===== config.mk =====
export PLATFORM = sky130hd
export DESIGN_NAME = bit_serializer
export DESIGN_NICKNAME = d
export VERILOG_FILES = /design/src/rtl/bit_serializer_pkg.sv /design/src/rtl/bit_serializer_parity_gen.sv /design/src/rtl/bit_serializer.sv
export SDC_FILE = /design/constraint.sdc
export NUM_CORES = 1
export LEC_CHECK = 0
export BUFFER_PORTS_ARGS = -buffer_cell sky130_fd_sc_hd__buf_4
export CAP_MARGIN = 40
export CORE_AREA = 2 2 39 41
export CTS_BUF_LIST = sky130_fd_sc_hd__clkbuf_2 sky130_fd_sc_hd__clkbuf_4 sky130_fd_sc_hd__clkbuf_8
export CTS_CLUSTER_SIZE = 16
export DETAILED_ROUTE_END_ITERATION = 7
export DIE_AREA = 0 0 41 43
export PLACE_DENSITY_LB_ADDON = 0.08
export SLEW_MARGIN = 5
export SYNTH_ARGS = -nofsm -noshare
export SYNTH_HDL_FRONTEND = slang
export SYNTH_SLANG_ARGS = --single-unit

===== constraint.sdc =====
create_clock -name clk -period 3.1 [get_ports clk]
set_input_delay 0.155 -clock clk [delete_from_list [all_inputs] [get_ports clk]]
set_output_delay 0.155 -clock clk [all_outputs]
set_load 0.1 [all_outputs]

===== src/rtl/bit_serializer_pkg.sv =====
// Shared FSM definitions for the serializer and the sequence-detector blocks.
// Encodings are fixed so every block that decodes state agrees on them.
package bit_serializer_pkg;

  typedef enum logic [1:0] {
    IDLE   = 2'd0,
    SHIFT  = 2'd1,
    PARITY = 2'd2
  } ser_state_e;

endpackage


===== src/rtl/bit_serializer_parity_gen.sv =====
// parity_gen: even parity of a DATA_W-bit word, registered when load is high.
// Only exists when BIT_SERIALIZER_PARITY_EN is defined; the default build has
// no parity logic at all, so the module body is compiled out with it.
`ifdef BIT_SERIALIZER_PARITY_EN
module parity_gen #(
  parameter int DATA_W = 8
) (
  input  logic              clk,
  input  logic              rst,
  input  logic              load,
  input  logic [DATA_W-1:0] data,
  output logic              parity
);

  logic parity_q;
  logic parity_d;

  // Next parity: recompute the XOR reduce on load, otherwise hold.
  always_comb begin
    parity_d = parity_q;
    if (load) begin
      parity_d = ^data;
    end
  end

  // Parity register with synchronous reset.
  always_ff @(posedge clk) begin
    if (rst) begin
      parity_q <= 1'b0;
    end else begin
      parity_q <= parity_d;
    end
  end

  assign parity = parity_q;

endmodule
`endif


===== src/rtl/bit_serializer.sv =====
// bit_serializer: parallel word in (valid/ready), one serial bit per cycle out.
// Optional feature macro: BIT_SERIALIZER_PARITY_EN appends an even-parity bit
// after each word (DATA_W+1 serial cycles per word instead of DATA_W).
module bit_serializer
  import bit_serializer_pkg::*;
#(
  parameter int DATA_W    = 8,
  parameter bit MSB_FIRST = 1'b1
) (
  input  logic              clk,
  input  logic              rst,
  input  logic [DATA_W-1:0] in_data,
  input  logic              in_valid,
  output logic              in_ready,
  output logic              out_bit,
  output logic              out_valid,
  output logic              out_last
);

  localparam int CNT_W = $clog2(DATA_W);
  localparam logic [CNT_W-1:0] LAST_CNT = CNT_W'(DATA_W - 1);

  ser_state_e        state_q, state_d;
  logic [CNT_W-1:0]  cnt_q, cnt_d;
  logic [DATA_W-1:0] shreg_q, shreg_d;

  logic last_data;
  logic final_bit;
  logic handshake;
  logic head_bit;
  logic par_bit;

  assign last_data = (state_q == SHIFT) && (cnt_q == LAST_CNT);
  assign head_bit  = MSB_FIRST ? shreg_q[DATA_W-1] : shreg_q[0];

`ifdef BIT_SERIALIZER_PARITY_EN
  assign final_bit = (state_q == PARITY);

  parity_gen #(
    .DATA_W (DATA_W)
  ) u_parity_gen (
    .clk    (clk),
    .rst    (rst),
    .load   (handshake),
    .data   (in_data),
    .parity (par_bit)
  );
`else
  assign final_bit = last_data;
  assign par_bit   = 1'b0;
`endif

  // Accept a word when idle or while the final serial bit of the current
  // word is on the wire; never while reset is held.
  assign in_ready  = ~rst && ((state_q == IDLE) || final_bit);
  assign handshake = in_valid && in_ready;

  // Next-state, counter and shift-register update.
  always_comb begin
    state_d = state_q;
    cnt_d   = cnt_q;
    shreg_d = shreg_q;
    unique case (state_q)
      IDLE: begin
        if (handshake) begin
          state_d = SHIFT;
          cnt_d   = '0;
          shreg_d = in_data;
        end
      end
      SHIFT: begin
        if (!last_data) begin
          cnt_d = cnt_q + 1'b1;
          if (MSB_FIRST) begin
            shreg_d = {shreg_q[DATA_W-2:0], 1'b0};
          end else begin
            shreg_d = {1'b0, shreg_q[DATA_W-1:1]};
          end
        end else begin
`ifdef BIT_SERIALIZER_PARITY_EN
          state_d = PARITY;
          cnt_d   = '0;
`else
          if (handshake) begin
            state_d = SHIFT;
            cnt_d   = '0;
            shreg_d = in_data;
          end else begin
            state_d = IDLE;
            cnt_d   = '0;
          end
`endif
        end
      end
`ifdef BIT_SERIALIZER_PARITY_EN
      PARITY: begin
        if (handshake) begin
          state_d = SHIFT;
          cnt_d   = '0;
          shreg_d = in_data;
        end else begin
          state_d = IDLE;
        end
      end
`endif
      default: begin
        state_d = IDLE;
        cnt_d   = '0;
      end
    endcase
  end

  // State, counter and shift-register flops; reset drops any word in flight.
  always_ff @(posedge clk) begin
    if (rst) begin
      state_q <= IDLE;
      cnt_q   <= '0;
      shreg_q <= '0;
    end else begin
      state_q <= state_d;
      cnt_q   <= cnt_d;
      shreg_q <= shreg_d;
    end
  end

  // Serial outputs decoded from registered state; forced low when idle.
  always_comb begin
    out_valid = 1'b0;
    out_bit   = 1'b0;
    out_last  = 1'b0;
    if (state_q == SHIFT) begin
      out_valid = 1'b1;
      out_bit   = head_bit;
      out_last  = final_bit;
    end else if (state_q == PARITY) begin
      out_valid = 1'b1;
      out_bit   = par_bit;
      out_last  = final_bit;
    end
  end

endmodule


==> results.ini, run 1 <==
[floorplan]
design.die.area_mm2 = 0.00176
core_region_area_mm2 = 0.00138
die_y_um = 43
floorplan.rows = 14
floorplan.initialDensity = 0.423
io_pins = 15
chipWidth_um = 41

[critical_path]
cpMostUsedCell = ha_1
cp-end-kind = primary output
cp_slowest_cell = ha_1
worst-setup-path-type = flop to primary output
largest_fanout_on_the_critical_path = 12
crit_path_start = cnt_q[0]$_SDFFE_PP0P_
worstPathCellList = ha_1 -> ha_1 -> nor2b_1 -> nor2_1 -> buf_4
worstRegToRegCells = 4
critPathLaunchType = flop
timing.rr.start = cnt_q[0]$_SDFFE_PP0P_
timing.critical_path.arrival_ns = 1.66
regToRegSetupSlack_ns = 1.55
cp_slowest_stage_delay_ns = 0.37
rr_endpoint = shreg_q[5]$_SDFF_PP0_
worst_ep_required_time_ns = 2.94

[route]
route.vias.total = 448
ant_nets = 0
routed_wl_um = 1140
avgRoutedWirePerCell_um = 13.1
routed_via_density = 5.15
detail_route.iter0.violations = 5
drc = 0
first_pass_iters = 4

[cts]
clockBufferDepth = 2
cts_tree = yes
clkSlewWorstSetupHoldPaths_ns = 0.07
cts-resized-gates = 0
clock_insertion_delay_worst_skew_ns = 0.26
clock-root-buffer = clkbuf_4
postCtsHoldBufs = 0
cts_buffers = 3
clock_sink_count = 12
cts_post_setup_buffers_inserted = 0
htree_levels = 1

[sta]
post-route-period-util = 0.586
max_freq_mhz = 551
final_period_demand_of_the_worst_path_ns = 1.82
final_hold_viol_count = 0
setup_viol = 0
slew_headroom = 0.701
final_max_slew_viol_count = 0
max_slew.worst_pin.slew_ns = 0.448
grt_setup_unrepaired = no
worst_slack_ns = 1.28
setup-tns-final_ns = 0
final.setup_skew_ns = 0.00309

[power_and_ir_drop]
pwr_density_cell_mw_per_mm2 = 499
lkg_pwr_uw = 0.000313
maximum_vdd_drop_mv = 0.282

[global_route]
grt_use_total = 0.161
global_route_wire_length_before_repair_um = 1890
grt_pass1_vias = 449
grt_start_max_net_pins = 19
grt_remaining_overflow = 0
antenna_found_initial = 0

[placement]
place_ws_ns = 1.58
detailedPlacementHpwl_um = 797
place_congestion = 0.661
port_buffers = 14

[layout]
drive_gt1_frac = 0.268
mostFrequentLayoutCell = buf_4
diodes = 0
final_nets = 85
area_growth_syn_to_layout_pct = 22.9
most-common-layout-cells = buf_4, dfxtp_1, mux2i_1

[min_path]
min-delay-path-class = primary input to flop
min_from = rst
min_to = cnt_q[0]$_SDFFE_PP0P_
hold_path_depth = 2

[yosys]
synth_top_area_frac = 0.410
postSynthRegisterBits = 12
synth_cells = 58
syn_std_cell_area_um2 = 586
synth_net_count = 71
yosys_warnings = 0
synth_top_area_cell = dfxtp_1
synth.avg_cell_area_um2 = 10.1
area_contributors_post_synth = dfxtp_1, mux2i_1, a211oi_1
synth.yosys.seq_area_share = 0.410
netlist-cell-type-count = 20

[run_status]
outcome = completed

[flow_run]
drv.max_cap_violation_count = 0

[metal layers]
metal  GRT usage  part of all wire
met1       0.212              0.48
met3      0.0314             0.024
met5           0                 0
met2       0.222              0.48
met4       0.120             0.013
[per-stage QoR]
| stage | util | cells | hold slack (ns) | area [um2] | power (uW) |
|---|---|---|---|---|---|
| CTS | 0.520 | 87 | 0.141 | 719 | 366 |
| detailed placement | 0.494 | 83 | 0.429 | 683 | 242 |
| floorplan | - | 58 | 0.228 | 586 | 223 |
| global placement | 0.494 | 83 | 0.432 | 683 | 242 |
| global route | 0.520 | 87 | 0.153 | 719 | 377 |
| finish | 0.520 | 87 | 0.149 | 719 | 359 |
[flip-flops by register name, indices dropped and copies added (netlist names)]
name	cells
cnt_q	3
state_q	1
shreg_q	8
[synthesized netlist by cell type]
cell type / instances
a211oi_1: 7
a21oi_1: 3
a21oi_2: 1
and2_1: 2
buf_1: 1
buf_2: 1
buf_6: 1
clkbuf_1: 2
dfxtp_1: 12
ha_1: 2
inv_1: 1
mux2i_1: 8
nand2_1: 1
nand2b_1: 1
nand3b_1: 1
nor2_1: 1
nor2b_1: 1
nor3_1: 1
nor3b_1: 7
or3b_1: 4
[power breakdown]
group / leakage (uW) / switching (uW) / internal, uW
Clock: 0.0000210 / 49.6 / 71.3
Combinational: 0.000193 / 36.7 / 27.3
Sequential: 0.0000991 / 8.89 / 165
Total: 0.000313 / 95.2 / 264
[critical path, delay by kind of cell (launching register included)]
family        cells  cell delay (ns)
flops             1             0.35
fa+ha+maj         2             0.53
buf+inv           1             0.29
simple gates      2             0.22
[worst max-delay path by stage]
stage | end | slack [ns] | cells past startpoint
after global placement | in_ready | 1.63 | 5
final | in_ready | 1.28 | 5
after global routing | in_ready | 1.17 | 5
after CTS | in_ready | 1.27 | 5
after detailed placement | in_ready | 1.58 | 5
after floorplan | in_ready | 0.58 | 3
[cell type report]
class                      instances  area [um2]
clock buffer                       4        36.3
fill                             139         664
inverter                           1        3.75
multi-input combinational         40         314
sequential                        12         240
tap                               16        20.0
timing repair buffer              14         105
[cells by family after synthesis]
family	synth area share
and+or+nand+nor	0.226
adders and majority gates	0.0427
muxes	0.137
DFF	0.410
AOI/OAI and AO/OA	0.130
buffers and inverters	0.0534
(Power assumes the default switching activity.)
==> inputs of run 2 (changes only) <==
Clock period 3.1 ns to 1.65 ns, I/O delays scaled along.
==> run 2 against run 1 <==
Compared with the run above: setup slack lost 1.1 ns; clock skew shrank 0.0025 ns; largest power group unchanged; sequential power increased by 87%; critical endpoint unchanged; non-clock buffer count grew 1; total power up 90%.
==> results.ini, run 2 (synthesis results as in run 1) <==
[sta]
final_hold_viol_count = 0  ; unchanged
slew_headroom = 0.798  ; +0.0967
final_max_slew_viol_count = 0  ; unchanged
final.setup_skew_ns = 0.000600  ; -0.00248 ns
final_period_demand_of_the_worst_path_ns = 1.51
setup_viol = 0  ; unchanged
max_slew.worst_pin.slew_ns = 0.303  ; -0.144 ns
max_freq_mhz = 661
post-route-period-util = 0.916
grt_setup_unrepaired = no

[cts]
postCtsHoldBufs = 0  ; unchanged
clockBufferDepth = 2  ; unchanged
clock-root-buffer = clkbuf_4
cts-resized-gates = 0  ; unchanged
clkSlewWorstSetupHoldPaths_ns = 0.08  ; about the same
clock_insertion_delay_worst_skew_ns = 0.27  ; about the same
htree_levels = 1  ; unchanged
cts_post_setup_buffers_inserted = 0  ; unchanged
cts_buffers = 3  ; unchanged
clock_sink_count = 12  ; unchanged
cts_tree = yes

[layout]
area_growth_syn_to_layout_pct = 26.9
layout.cell_area.non_filler_um2 = 743  ; +3.3%
drive_gt1_frac = 0.347  ; +0.0796
diodes = 0  ; unchanged
final_nets = 86  ; +1.2%
mostFrequentLayoutCell = buf_4
layout.filler_cells = 131  ; -5.8%
biggestRegsByFlops = shreg_q x8, cnt_q x3, state_q x1
layout.cells.non_filler = 88  ; +1.1%
most-common-layout-cells = buf_4, dfxtp_1, mux2i_1
registers.top_by_ff_count = shreg_q
largest_reg_flops = 8  ; unchanged

[critical_path]
worst-setup-path-type = flop to primary output
critPathLaunchType = flop
rr_endpoint = shreg_q[4]$_SDFF_PP0_
cp-end-kind = primary output
regToRegSetupSlack_ns = 0.29  ; -1.26 ns
worst_ep_required_time_ns = 1.57  ; -1.37 ns
worstRegToRegCells = 4  ; unchanged
largest_fanout_on_the_critical_path = 7  ; -5
timing.rr.start = cnt_q[0]$_SDFFE_PP0P_
timing.critical_path.arrival_ns = 1.43  ; -0.23 ns

[floorplan]
design.die.area_mm2 = 0.00176  ; unchanged
core_region_area_mm2 = 0.00138  ; unchanged
io_pins = 15  ; unchanged
floorplan.rows = 14  ; unchanged
chipWidth_um = 41  ; unchanged
floorplan.initialDensity = 0.423  ; unchanged
die_y_um = 43  ; unchanged

[min_path]
min-delay-path-class = primary input to flop
min_to = cnt_q[0]$_SDFFE_PP0P_
hold_path_depth = 2  ; unchanged
min_from = rst

[global_route]
grt_start_max_net_pins = 19  ; unchanged
antenna_found_initial = 0  ; unchanged
grt_pass1_vias = 449  ; unchanged
grt_use_total = 0.169  ; +0.00740
global_route_wire_length_before_repair_um = 1990  ; +5.1%
grt_remaining_overflow = 0  ; unchanged

[placement]
place_congestion = 0.611  ; -7.7%
post_dp_cell_area_um2 = 697  ; +2.0%
detailedPlacementHpwl_um = 766  ; -3.8%
port_buffers = 14  ; unchanged
place_inst = 84  ; +1.2%

[route]
drc = 0  ; unchanged
routed_wl_um = 1130  ; -0.79%
route.vias.total = 454  ; +1.3%
detail_route.iter0.violations = 5  ; unchanged
routed_via_density = 5.16  ; +0.19%
first_pass_iters = 4  ; unchanged
ant_nets = 0  ; unchanged
avgRoutedWirePerCell_um = 12.9  ; -1.9%

[power_and_ir_drop]
netSwitchingPower_uw = 183  ; +92%
comb_power_share = 0.179  ; about the same
maximum_vdd_drop_mv = 0.509  ; +80%
clock_power_share = 0.342  ; +0.005
lkg_pwr_uw = 0.000319  ; +1.9%
pwr-share-seq = 0.479  ; -0.006
pwr_density_cell_mw_per_mm2 = 915  ; +84%
power_uw = 680  ; +90%
power.internal_uw = 497  ; +89%
sw_frac = 0.269  ; +0.00396

[flow_run]
drv.max_cap_violation_count = 0  ; unchanged

[run_status]
outcome = completed

## run 2: how the worst max path moves through the flow
| stage | from | to | slack (ns) | cells past startpoint |
|---|---|---|---|---|
| global route | cnt_q[0]$_SDFFE_PP0P_ | in_ready | 0.06 | 5 |
| detailed placement | cnt_q[0]$_SDFFE_PP0P_ | shreg_q[4]$_SDFF_PP0_ | 0.25 | 4 |
| finish | cnt_q[0]$_SDFFE_PP0P_ | in_ready | 0.14 | 5 |
| CTS | cnt_q[0]$_SDFFE_PP0P_ | in_ready | 0.03 | 5 |
| floorplan | state_q[0]$_SDFFE_PP0P_ | in_ready | -0.1 | 3 |
| global placement | cnt_q[0]$_SDFFE_PP0P_ | shreg_q[1]$_SDFF_PP0_ | 0.26 | 4 |
## run 2: area by class of cell
type / count / area [um2] / share of cell area
Timing Repair Buffer: 15 / 120 / 0.162
Clock buffer: 4 / 36.3 / 0.0488
Tap cell: 16 / 20.0 / 0.0269
Multi-Input combinational cell: 40 / 322 / 0.433
Inverter: 1 / 3.75 / 0.00505
Sequential cell: 12 / 241 / 0.325
## run 2: power by group through the flow
stage / clock (uW) / sequential (uW) / combinational, uW
after floorplan: 0 / 339 / 81.0
after global placement: 0 / 333 / 121
after detailed placement: 0 / 333 / 121
after CTS: 243 / 327 / 121
after global routing: 254 / 330 / 133
final: 233 / 326 / 122
## run 2: critical path, cell delays in order, from the launching register on
cell	delay [ns]
dfxtp_1	0.32
ha_1	0.20
ha_2	0.21
nor2b_1	0.19
nor2_2	0.06
buf_6	0.18
## run 2: metrics by stage
stage | TNS [ns] | setup slack (ns) | util | hold WS [ns]
after floorplan | -0.0998 | -0.0998 | - | 0.155
after global routing | 0 | 0.0582 | 0.537 | 0.0759
final | 0 | 0.138 | 0.537 | 0.0673
after CTS | 0 | 0.0300 | 0.530 | 0.0642
after detailed placement | 0 | 0.246 | 0.504 | 0.356
after global placement | 0 | 0.262 | 0.504 | 0.360
## run 2: routing by layer
metal / routed length [um] / GRT usage / vias to the layer above
met5: 0 / 0 / -
met4: 17 / 0.120 / 0
met3: 48 / 0.0314 / 2
met2: 526 / 0.219 / 9
met1: 542 / 0.240 / 202
li1: - / - / 241
==> inputs of run 3 (changes only) <==
Settings changed: RECOVER_POWER set to 50.
Clock period 1.65 ns to 1.8 ns, I/O delays scaled along.
==> run 3 against run 2 <==
Compared with the run above: hold slack better by 0.022 ns; register-to-register slack gained 0.06 ns; critical path depth unchanged; combinational power is 11% lower; sequential cell count unchanged; highest routed layer unchanged; via count is 0.66% higher.
==> results.ini, run 3 (synthesis results as in run 1) <==
[cts]
postCtsHoldBufs = 0  ; unchanged
clock_sink_count = 12  ; unchanged
cts_buffers = 3  ; unchanged
htree_levels = 1  ; unchanged
cts_tree = yes
clock-root-buffer = clkbuf_4
clock_insertion_delay_worst_skew_ns = 0.26  ; about the same
cts_post_setup_buffers_inserted = 0  ; unchanged
clockBufferDepth = 2  ; unchanged
clkSlewWorstSetupHoldPaths_ns = 0.07  ; about the same

[power_and_ir_drop]
lkg_pwr_uw = 0.000304  ; -4.8%
sw_frac = 0.282  ; +0.0123
power.internal_uw = 407  ; -18%
netSwitchingPower_uw = 159  ; -13%
pwr-share-seq = 0.527  ; +0.048
pwr_density_cell_mw_per_mm2 = 804  ; -12%
comb_power_share = 0.190  ; +0.011
clock_power_share = 0.283  ; -0.059
maximum_vdd_drop_mv = 0.458  ; -9.9%

[route]
first_pass_iters = 4  ; unchanged
drc = 0  ; unchanged
routed_wl_um = 1070  ; -5.4%
ant_nets = 0  ; unchanged
routed_via_density = 5.31  ; +3.0%
detail_route.iter0.violations = 6  ; +1
route.vias.total = 457  ; +0.66%
avgRoutedWirePerCell_um = 12.5  ; -3.2%

[floorplan]
design.die.area_mm2 = 0.00176  ; unchanged
core_region_area_mm2 = 0.00138  ; unchanged
die_y_um = 43  ; unchanged
floorplan.rows = 14  ; unchanged
chipWidth_um = 41  ; unchanged
io_pins = 15  ; unchanged
floorplan.initialDensity = 0.423  ; unchanged

[critical_path]
worst_ep_required_time_ns = 1.71  ; +0.14 ns
timing.critical_path.arrival_ns = 1.52  ; +0.09 ns
critPathLaunchType = flop
cp-end-kind = primary output
worst-setup-path-type = flop to primary output
largest_fanout_on_the_critical_path = 12  ; +5

[sta]
final.setup_skew_ns = 0.000932  ; +0.000331 ns
fin_worst_hold_slack_ns = 0.0896  ; +0.0223 ns
final_max_slew_viol_count = 0  ; unchanged
final_hold_viol_count = 0  ; unchanged
final_period_demand_of_the_worst_path_ns = 1.61
max_freq_mhz = 620
setup-tns-final_ns = 0  ; unchanged
post-route-period-util = 0.897
setup_viol = 0  ; unchanged
grt_setup_unrepaired = no
max_slew.worst_pin.slew_ns = 0.535  ; +0.232 ns
slew_headroom = 0.645  ; -0.153

[layout]
area_growth_syn_to_layout_pct = 20.3
final_nets = 85  ; -1.2%
diodes = 0  ; unchanged
drive_gt1_frac = 0.300  ; -0.0472
registers.top_by_ff_count = shreg_q
biggestRegsByFlops = shreg_q x8, cnt_q x3, state_q x1
largest_reg_flops = 8  ; unchanged
most-common-layout-cells = dfxtp_1, buf_4, mux2i_1

[global_route]
grt_start_max_net_pins = 19  ; unchanged
grt_use_total = 0.150  ; -0.0187
global_route_wire_length_before_repair_um = 1790  ; -9.7%
grt_remaining_overflow = 0  ; unchanged
grt_pass1_vias = 419  ; -6.7%
antenna_found_initial = 0  ; unchanged

[placement]
port_buffers = 14  ; unchanged
place_congestion = 0.639  ; +4.7%
detailedPlacementHpwl_um = 698  ; -8.9%

[run_status]
outcome = completed

[min_path]
min-delay-path-class = primary input to flop

[flow_run]
drv.max_cap_violation_count = 0  ; unchanged

[run 3: path summary, 6_finish.rpt]
path | slack [ns] | cells after the start | end | start
worst max-delay path | 0.19 | 5 | in_ready | cnt_q[0]$_SDFFE_PP0P_
worst min-delay path | 0.09 | 2 | cnt_q[2]$_SDFFE_PP0P_ | rst
worst max register to register | 0.35 | 4 | shreg_q[1]$_SDFF_PP0_ | cnt_q[0]$_SDFFE_PP0P_
worst min register to register | 0.53 | 2 | shreg_q[0]$_SDFF_PP0_ | shreg_q[0]$_SDFF_PP0_
[run 3: critical path, stage by stage (launching register included)]
cell and delay, ns:
dfxtp_1 0.34, ha_1 0.16, ha_2 0.29, nor2b_1 0.10, nor2_2 0.08, buf_4 0.29
[run 3: cell type report]
cell class              instances  area (um2)
clock buffers                   3        22.5
fillers                       137         679
inverters                       1        3.75
multi-input cells              40         318
flip-flops and latches         12         240
well taps                      16        20.0
repair buffers                 14         100
[run 3: timing repair]
action	4_1_cts	5_1_grt
resized for setup	0	1
endpoints found under the hold margin	0	0
setup endpoints to repair	0	1
[run 3: per-stage QoR]
stage / utilization / area, um2 / power [uW] / instances / worst slack, ns
after floorplan: - / 592 / 385 / 58 / 0.0427
after global placement: 0.498 / 689 / 416 / 83 / 0.344
after detailed placement: 0.498 / 689 / 416 / 83 / 0.312
after CTS: 0.514 / 712 / 579 / 86 / 0.0550
after global routing: 0.509 / 704 / 597 / 86 / 0.0985
final: 0.509 / 704 / 566 / 86 / 0.186
[run 3: metal layers]
layer,share of wire,global-route usage,vias to the layer above
met4,0.012,0.0800,0
li1,-,-,236
met2,0.47,0.203,6
met5,0,0,-
met1,0.49,0.195,213
met3,0.028,0.0628,2
[run 3: power by group through the flow]
stage | combinational [uW] | clock, uW | sequential, uW
after floorplan | 74.2 | 0 | 311
after global placement | 111 | 0 | 305
after detailed placement | 111 | 0 | 305
after CTS | 112 | 168 | 299
after global routing | 117 | 178 | 301
final | 108 | 160 | 298
